===== config.mk =====
export PLATFORM = sky130hd
export DESIGN_NAME = uart_tx_ticked_flat
export DESIGN_NICKNAME = d
export VERILOG_FILES = /design/src/rtl/uart_pkg.sv /design/src/rtl/uart_tx_ticked_if.sv /design/src/rtl/uart_tx_ticked.sv /design/src/flat_wrapper.sv
export SDC_FILE = /design/constraint.sdc
export NUM_CORES = 1
export LEC_CHECK = 0
export ABC_AREA = 1
export CAP_MARGIN = 20
export CORE_MARGIN = 3
export CORE_UTILIZATION = 52
export CTS_CLUSTER_SIZE = 25
export DETAILED_ROUTE_END_ITERATION = 8
export HOLD_SLACK_MARGIN = 0.02
export PLACE_DENSITY_LB_ADDON = 0.3
export RECOVER_POWER = 50
export SKIP_CTS_REPAIR_TIMING = 1
export SYNTH_ARGS = -nofsm -noshare
export SYNTH_HDL_FRONTEND = slang
export SYNTH_SLANG_ARGS = --single-unit

===== constraint.sdc =====
create_clock -name clk -period 1.7 [get_ports clk]
set_input_delay 0.34 -clock clk [delete_from_list [all_inputs] [get_ports clk]]
set_output_delay 0.34 -clock clk [all_outputs]
set_load 0.005 [all_outputs]

===== src/rtl/uart_pkg.sv =====
// Shared UART definitions: transmitter state encoding, default frame constants,
// and a width helper for the tick and bit counters.
package uart_pkg;

  typedef enum logic [2:0] {
    IDLE   = 3'd0,
    START  = 3'd1,
    DATA   = 3'd2,
    PARITY = 3'd3,
    STOP   = 3'd4
  } state_t;

  localparam int UART_DBIT      = 8;
  localparam int UART_OVS       = 16;
  localparam int UART_SB_TICK_1 = 16;

  // Counter width for a count range of v, never narrower than 1 bit.
  function automatic int clog2_min1(input int v);
    return (v <= 2) ? 1 : $clog2(v);
  endfunction

endpackage


===== src/rtl/uart_tx_ticked_if.sv =====
// Parallel-side handshake of the ticked UART transmitter: word request in,
// busy and done status back to the producer.
interface uart_tx_ticked_if import uart_pkg::*; #(
  parameter int DBIT = UART_DBIT
) ();
  logic            tx_start;
  logic [DBIT-1:0] din;
  logic            tx_busy;
  logic            tx_done_tick;

  modport master (output tx_start, din, input tx_busy, tx_done_tick);
  modport slave  (input tx_start, din, output tx_busy, tx_done_tick);
endinterface


===== src/rtl/uart_tx_ticked.sv =====
// UART transmitter paced by an external oversampling tick; frames are start, data LSB first,
// optional parity (define UART_TX_PARITY_EN), stop. tx is a registered output.
module uart_tx_ticked import uart_pkg::*; #(
  parameter int DBIT    = UART_DBIT,
  parameter int OVS     = UART_OVS,
  parameter int SB_TICK = UART_SB_TICK_1
`ifdef UART_TX_PARITY_EN
  , parameter bit PARITY_ODD = 1'b0
`endif
) (
  input  logic             clk,
  input  logic             reset,
  input  logic             s_tick,
  uart_tx_ticked_if.slave  txi,
  output logic             tx
);

  localparam int SW = clog2_min1((OVS > SB_TICK) ? OVS : SB_TICK);
  localparam int NW = clog2_min1(DBIT);
  localparam logic [SW-1:0] S_BIT_LAST  = SW'(OVS - 1);
  localparam logic [SW-1:0] S_STOP_LAST = SW'(SB_TICK - 1);
  localparam logic [NW-1:0] N_LAST      = NW'(DBIT - 1);

  state_t          state_q, state_d;
  logic [SW-1:0]   s_q, s_d;
  logic [NW-1:0]   n_q, n_d;
  logic [DBIT-1:0] b_q, b_d;
  logic            tx_q, tx_d;
`ifdef UART_TX_PARITY_EN
  logic            par_q, par_d;
`endif

  always_ff @(posedge clk) begin
    if (!reset) begin
      state_q <= IDLE;
      s_q     <= '0;
      n_q     <= '0;
      b_q     <= '0;
      tx_q    <= 1'b1;
`ifdef UART_TX_PARITY_EN
      par_q   <= 1'b0;
`endif
    end else begin
      state_q <= state_d;
      s_q     <= s_d;
      n_q     <= n_d;
      b_q     <= b_d;
      tx_q    <= tx_d;
`ifdef UART_TX_PARITY_EN
      par_q   <= par_d;
`endif
    end
  end

  always_comb begin
    state_d = state_q;
    s_d     = s_q;
    n_d     = n_q;
    b_d     = b_q;
`ifdef UART_TX_PARITY_EN
    par_d   = par_q;
`endif
    case (state_q)
      IDLE: if (txi.tx_start) begin
        state_d = START;
        s_d     = '0;
        b_d     = txi.din;
`ifdef UART_TX_PARITY_EN
        // Parity is taken from the word as accepted, since the shifter is consumed.
        par_d   = (^txi.din) ^ PARITY_ODD;
`endif
      end
      START: if (s_tick) begin
        if (s_q == S_BIT_LAST) begin
          s_d     = '0;
          n_d     = '0;
          state_d = DATA;
        end else s_d = s_q + SW'(1);
      end
      DATA: if (s_tick) begin
        if (s_q == S_BIT_LAST) begin
          s_d = '0;
          b_d = b_q >> 1;
          if (n_q == N_LAST) begin
`ifdef UART_TX_PARITY_EN
            state_d = PARITY;
`else
            state_d = STOP;
`endif
          end else n_d = n_q + NW'(1);
        end else s_d = s_q + SW'(1);
      end
`ifdef UART_TX_PARITY_EN
      PARITY: if (s_tick) begin
        if (s_q == S_BIT_LAST) begin
          s_d     = '0;
          state_d = STOP;
        end else s_d = s_q + SW'(1);
      end
`endif
      STOP: if (s_tick) begin
        if (s_q == S_STOP_LAST) state_d = IDLE;
        else                    s_d = s_q + SW'(1);
      end
      default: state_d = IDLE;
    endcase
  end

  // tx_d is decoded from the next state so the line register tracks the state register.
  always_comb begin
    tx_d = 1'b1;
    case (state_d)
      START:  tx_d = 1'b0;
      DATA:   tx_d = b_d[0];
`ifdef UART_TX_PARITY_EN
      PARITY: tx_d = par_d;
`endif
      default: tx_d = 1'b1;
    endcase
    txi.tx_busy      = (state_q != IDLE);
    txi.tx_done_tick = reset && (state_q == STOP) && s_tick && (s_q == S_STOP_LAST);
  end

  assign tx = tx_q;

endmodule

===== src/flat_wrapper.sv =====
// flat-port wrapper written by rule: the top's interface ports become plain ports
module uart_tx_ticked_flat import uart_pkg::*;
#(
  parameter int DBIT    = UART_DBIT,
  parameter int OVS     = UART_OVS,
  parameter int SB_TICK = UART_SB_TICK_1

)
  (clk, reset, s_tick, tx, txi_tx_start, txi_din, txi_tx_busy, txi_tx_done_tick);
  uart_tx_ticked_if #(.DBIT(DBIT)) txi_i ();
  input  logic clk;
  input  logic reset;
  input  logic s_tick;
  output logic tx;
  input wire logic [$bits(txi_i.tx_start)-1:0] txi_tx_start;
  input wire logic [$bits(txi_i.din)-1:0] txi_din;
  output wire logic [$bits(txi_i.tx_busy)-1:0] txi_tx_busy;
  output wire logic [$bits(txi_i.tx_done_tick)-1:0] txi_tx_done_tick;
  assign txi_i.tx_start = txi_tx_start;
  assign txi_i.din = txi_din;
  assign txi_tx_busy = txi_i.tx_busy;
  assign txi_tx_done_tick = txi_i.tx_done_tick;
  uart_tx_ticked #(.DBIT(DBIT), .OVS(OVS), .SB_TICK(SB_TICK)) u_core (.clk(clk), .reset(reset), .s_tick(s_tick), .txi(txi_i), .tx(tx));
endmodule

# Yosys cells after proc, flatten, opt, wreduce, memory -nomap -nowiden
# Cells that the tools add are included.
[classes]
addsub = 2
eq_ne = 16
n_mux = 26
reduce_logical = 12
[op_table]
columns = ["operator", "n"]
rows = [
  ["two-way mux 3 bit", 13],
  ["two-way mux 8 bit", 3],
  ["two-way mux 4 bit", 5],
  ["case mux 8 bit (2 select lines)", 1],
  ["inequality test 2 bit (second input constant)", 6],
  ["case mux 3 bit (4 select lines)", 1],
  ["case mux 4 bit (3 select lines)", 1],
  ["equality test 3 x 1 -> 1 bit (second input constant)", 2],
  ["equality test 3 x 2 -> 1 bit (second input constant)", 2],
  ["equality test 3 bit (second input constant)", 2],
  ["inequality test 2 x 1 -> 1 bit (second input constant)", 3],
  ["case mux 3 bit (2 select lines)", 1],
  ["AND reduction 6 bit", 1],
  ["nonzero test 3 bit", 2],
  ["AND reduction 5 bit", 1],
  ["adder 4 x 1 -> 4 bit (second input constant)", 1],
  ["equality test 4 bit (second input constant)", 1],
  ["AND reduction 4 bit", 1],
  ["nonzero test 2 bit", 2],
  ["adder 3 x 1 -> 3 bit (second input constant)", 1],
  ["logical AND 1 bit", 3],
  ["zero test 3 bit", 1],
  ["case mux 1 bit (2 select lines)", 1],
  ["OR reduction 2 bit", 1],
]
[totals]
register_bits = 19
inputBits = 12
out_inout_bits = 3
elab_cells = 62

# Longest topological paths before layout
[logic_depth]
word_depth = 7
mapped_depth = 9
ltp_nobuf = 9

# Worst setup path before layout
# No wires, ideal clock.
[synth_timing]
path_type = "reg2out"
from = "register u_core.s_q[0]"
to = "output txi_tx_done_tick"
t_arrival_ns = 1.178
required_ns = 1.360
setup_slack_ns = 0.182
path_stages_with_launch = 7
path_buffers = 1
cell_sequence = "dfxtp_1 > ha_1 > nand3_4 > nor2_8 > buf_6 > inv_1 > nor3_1"
[synth_via]
elab_chain_cells = 2
[synth_lines]
columns = ["item", "line_no", "rtl"]
rows = [
  ["start, declared", "uart_tx_ticked.sv:25", "logic [SW-1:0] s_q, s_d;"],
  ["start signal, assigned", "uart_tx_ticked.sv:36", "s_q <= '0;"],
  ["start signal, assigned", "uart_tx_ticked.sv:45", "s_q <= s_d;"],
  ["equality test 4 bit", "uart_tx_ticked.sv:121", "txi.tx_done_tick = reset && (state_q == STOP) && s_tick && (s_q == S_STOP_LAST);"],
  ["logical AND 1 bit", "uart_tx_ticked.sv:121", ""],
  ["end, declared", "flat_wrapper.sv:18", "output wire logic [$bits(txi_i.tx_done_tick)-1:0] txi_tx_done_tick;"],
]
# No other way between the ends.

# Worst setup path after layout
# Ends and elaborated chain as after synthesis.

==> metrics.cfg <==
[timing]
maxSlewViolCount = 0
setup_viol_count_final = 0
relSlewSlack_pct = 78.1
clock.fmax_mhz = 602
skew_ns = 0.00491
worst_slew_pin_slew_ns = 0.327
rsz0062_at_grt = true
hold_violations = 0
fin_crit_sh_pct = 97.8
layout_min_cycle_time_ns = 1.66

[synth]
synth_cell_types = 25
synth_edf_count = 0
synthFlopType = dfxtp_1
synth_nets = 162
syn_area_um2 = 1060
synth_warnings = 0
ys_seq_elements = 19
synth_cells = 147
ys_seq_area_share_pct = 36.0
async_reset_ff_share_pct = 0
avgSynthCellArea_um2 = 7.19

[global_routing]
overflow = 0
grt_pass1_vias = 998
grt_max_degree = 17
antenna_found_initial = 0
grt_pass1_wl_mm = 4.18
grt_use_total_pct = 21.2

[die]
io_pins = 15
fp.dieW_um = 51.1
coreArea_um2 = 1820
start_util_pct = 58.1
dieArea_um2 = 2610
die_y_um = 51.1
rows = 15

[cells_and_area]
drive_above_1_share_pct = 25.8
fin_util_pct = 76.4
diodes = 0
nets = 198
layout_commonest_cell = nand2_1
area_growth_pct = 31.5
fin_cells = 207
final_cell_mix = nand2_1 (42), buf_4 (20), nand3_1 (19), dfxtp_1 (16), clkdlybuf4s50_1 (10)

[placed_design]
place.gp.congestion = 0.915
dp_cells = 201
io_buffers = 14
hpwl_mm = 1.81

[clocking]
clk_pin_slew_worst_paths_ns = 0.10
cts_sinks = 19
clockBufferDepth = 2
clk_latency_ns = 0.29
clockRootBuffer = clkbuf_4
cts_buffers = 3
cts_tree = yes
h-tree-depth = 1

[routing]
drcViolationCount = 0
post_drt_via_cell_ratio = 5.22
wl_per_cell_um = 11.7
wl_mm = 2.42
drt-pass1-iter-count = 4
drt_iter0_drc = 21
num_vias = 1081
ant_nets = 0

[run_status]
status = completed

[setup_path]
slowest_stage = dfxtp_2
arrival_ns = 1.32
endpoint_kind = primary output
start_kind = flip-flop
critPathRequiredTime_ns = 1.36
ff2ff_setup_slack_ns = 0.18
rr_endpoint = u_core.s_q[1]
path_delay_family = flip-flops
slowest_delay_ns = 0.36
path_max_fanout = 2
rr_worst_depth = 10
crit_chain = ha_4, nand3_4, nor2_8, inv_1, nor3_2, buf_2
r2r_start = u_core.s_q[0]
crit_buf_inv = 2
worstSetupPathType = flip-flop to primary output

[worst_hold_path]
holdCritStartpoint = u_core.n_q[1]
min_path_cells = 2
hold_end = u_core.n_q[1]
hp-class = flip-flop to flip-flop

[power_and_ir_drop]
vdd_drop_max_mv = 0.409
power.leakage_uw = 0.000637
powerDensity_nw_per_um2 = 620

[run]
maxCapViolCount = 0

==> power breakdown <==
group / internal (uW) / switching, uW
clock network: 91.3 / 131
logic: 82.3 / 82.4
registers: 464 / 11.0
==> per-stage QoR <==
step	worst slack, ns	setup TNS (ns)	hold WS [ns]	total power, uW	area, um^2
floorplan	0.182	0	0.409	568	1060
global placement	-0.453	-0.794	0.455	639	1340
detailed placement	-0.465	-1.27	0.463	646	1340
CTS	-0.493	-0.656	0.480	867	1360
global route	-0.0406	-0.0406	0.493	914	1390
finish	0.0378	0	0.482	862	1390
==> metal layers <==
layer	up-vias	routed length (um)	global-route usage (%)
li1	558	-	-
met1	490	1090	25.9
met2	31	1160	35.4
met3	2	144	6.71
met4	0	17	5.83
met5	-	0	0
==> worst reg2reg max path: cells and delay by family, from the launching register on <==
kind                       cells  cell delay, ns
buffers and inverters          1            0.14
AOI/OAI and AO/OA              1            0.08
DFF                            1            0.35
and+or+nand+nor                7            0.70
adders and majority gates      1            0.16
==> cell families (layout without fill, tap and decap cells) <==
logic type               after synthesis  after routing  share of synthesized area (%)
AO/OA/AOI/OAI                         24             24                           13.1
adder cells (fa/ha/maj)                3              3                           3.55
buffers and inverters                 19             54                           8.17
flip-flops                            19             19                           36.0
AND/OR/NAND/NOR                       82             82                           39.2
==> worst max-delay path by stage <==
stage | from | end | slack [ns] | cells past startpoint
after global routing | u_core.s_q[0] | txi_tx_done_tick | -0.04 | 6
after CTS | u_core.s_q[0] | txi_tx_done_tick | -0.49 | 6
final | u_core.s_q[0] | txi_tx_done_tick | 0.04 | 6
after detailed placement | s_tick | txi_tx_done_tick | -0.47 | 6
after floorplan | u_core.s_q[0] | txi_tx_done_tick | 0.18 | 6
after global placement | s_tick | txi_tx_done_tick | -0.45 | 6
==> cell type report <==
cell class                 instances  area, um^2
sequential                        19         387
timing repair buffer              34         290
clock buffer                       4        26.3
tap                               25        31.3
inverter                          16        60.1
fill                             139         430
multi-input combinational        109         596
==> registers in the layout (all words and copies together) (netlist names) <==
signal          cells
u_core.state_q      3
u_core.tx           1
u_core.n_q          3
u_core.b_q          8
u_core.s_q          4
==> synth_stat cells, types with 2 or more instances <==
library cell / count / area share (%)
a21oi_1: 9 / 4.3
a31oi_1: 6 / 3.6
buf_6: 2 / 2.1
dfxtp_1: 19 / 36
ha_1: 3 / 3.6
inv_1: 10 / 3.6
inv_2: 5 / 1.8
nand2_1: 42 / 15
nand2_2: 5 / 3.0
nand3_1: 19 / 9.0
nand4_1: 3 / 1.8
nor2_1: 5 / 1.8
nor2_4: 3 / 3.2
o21ai_0: 5 / 2.4
No activity file was read; power rests on OpenSTA's default activity.
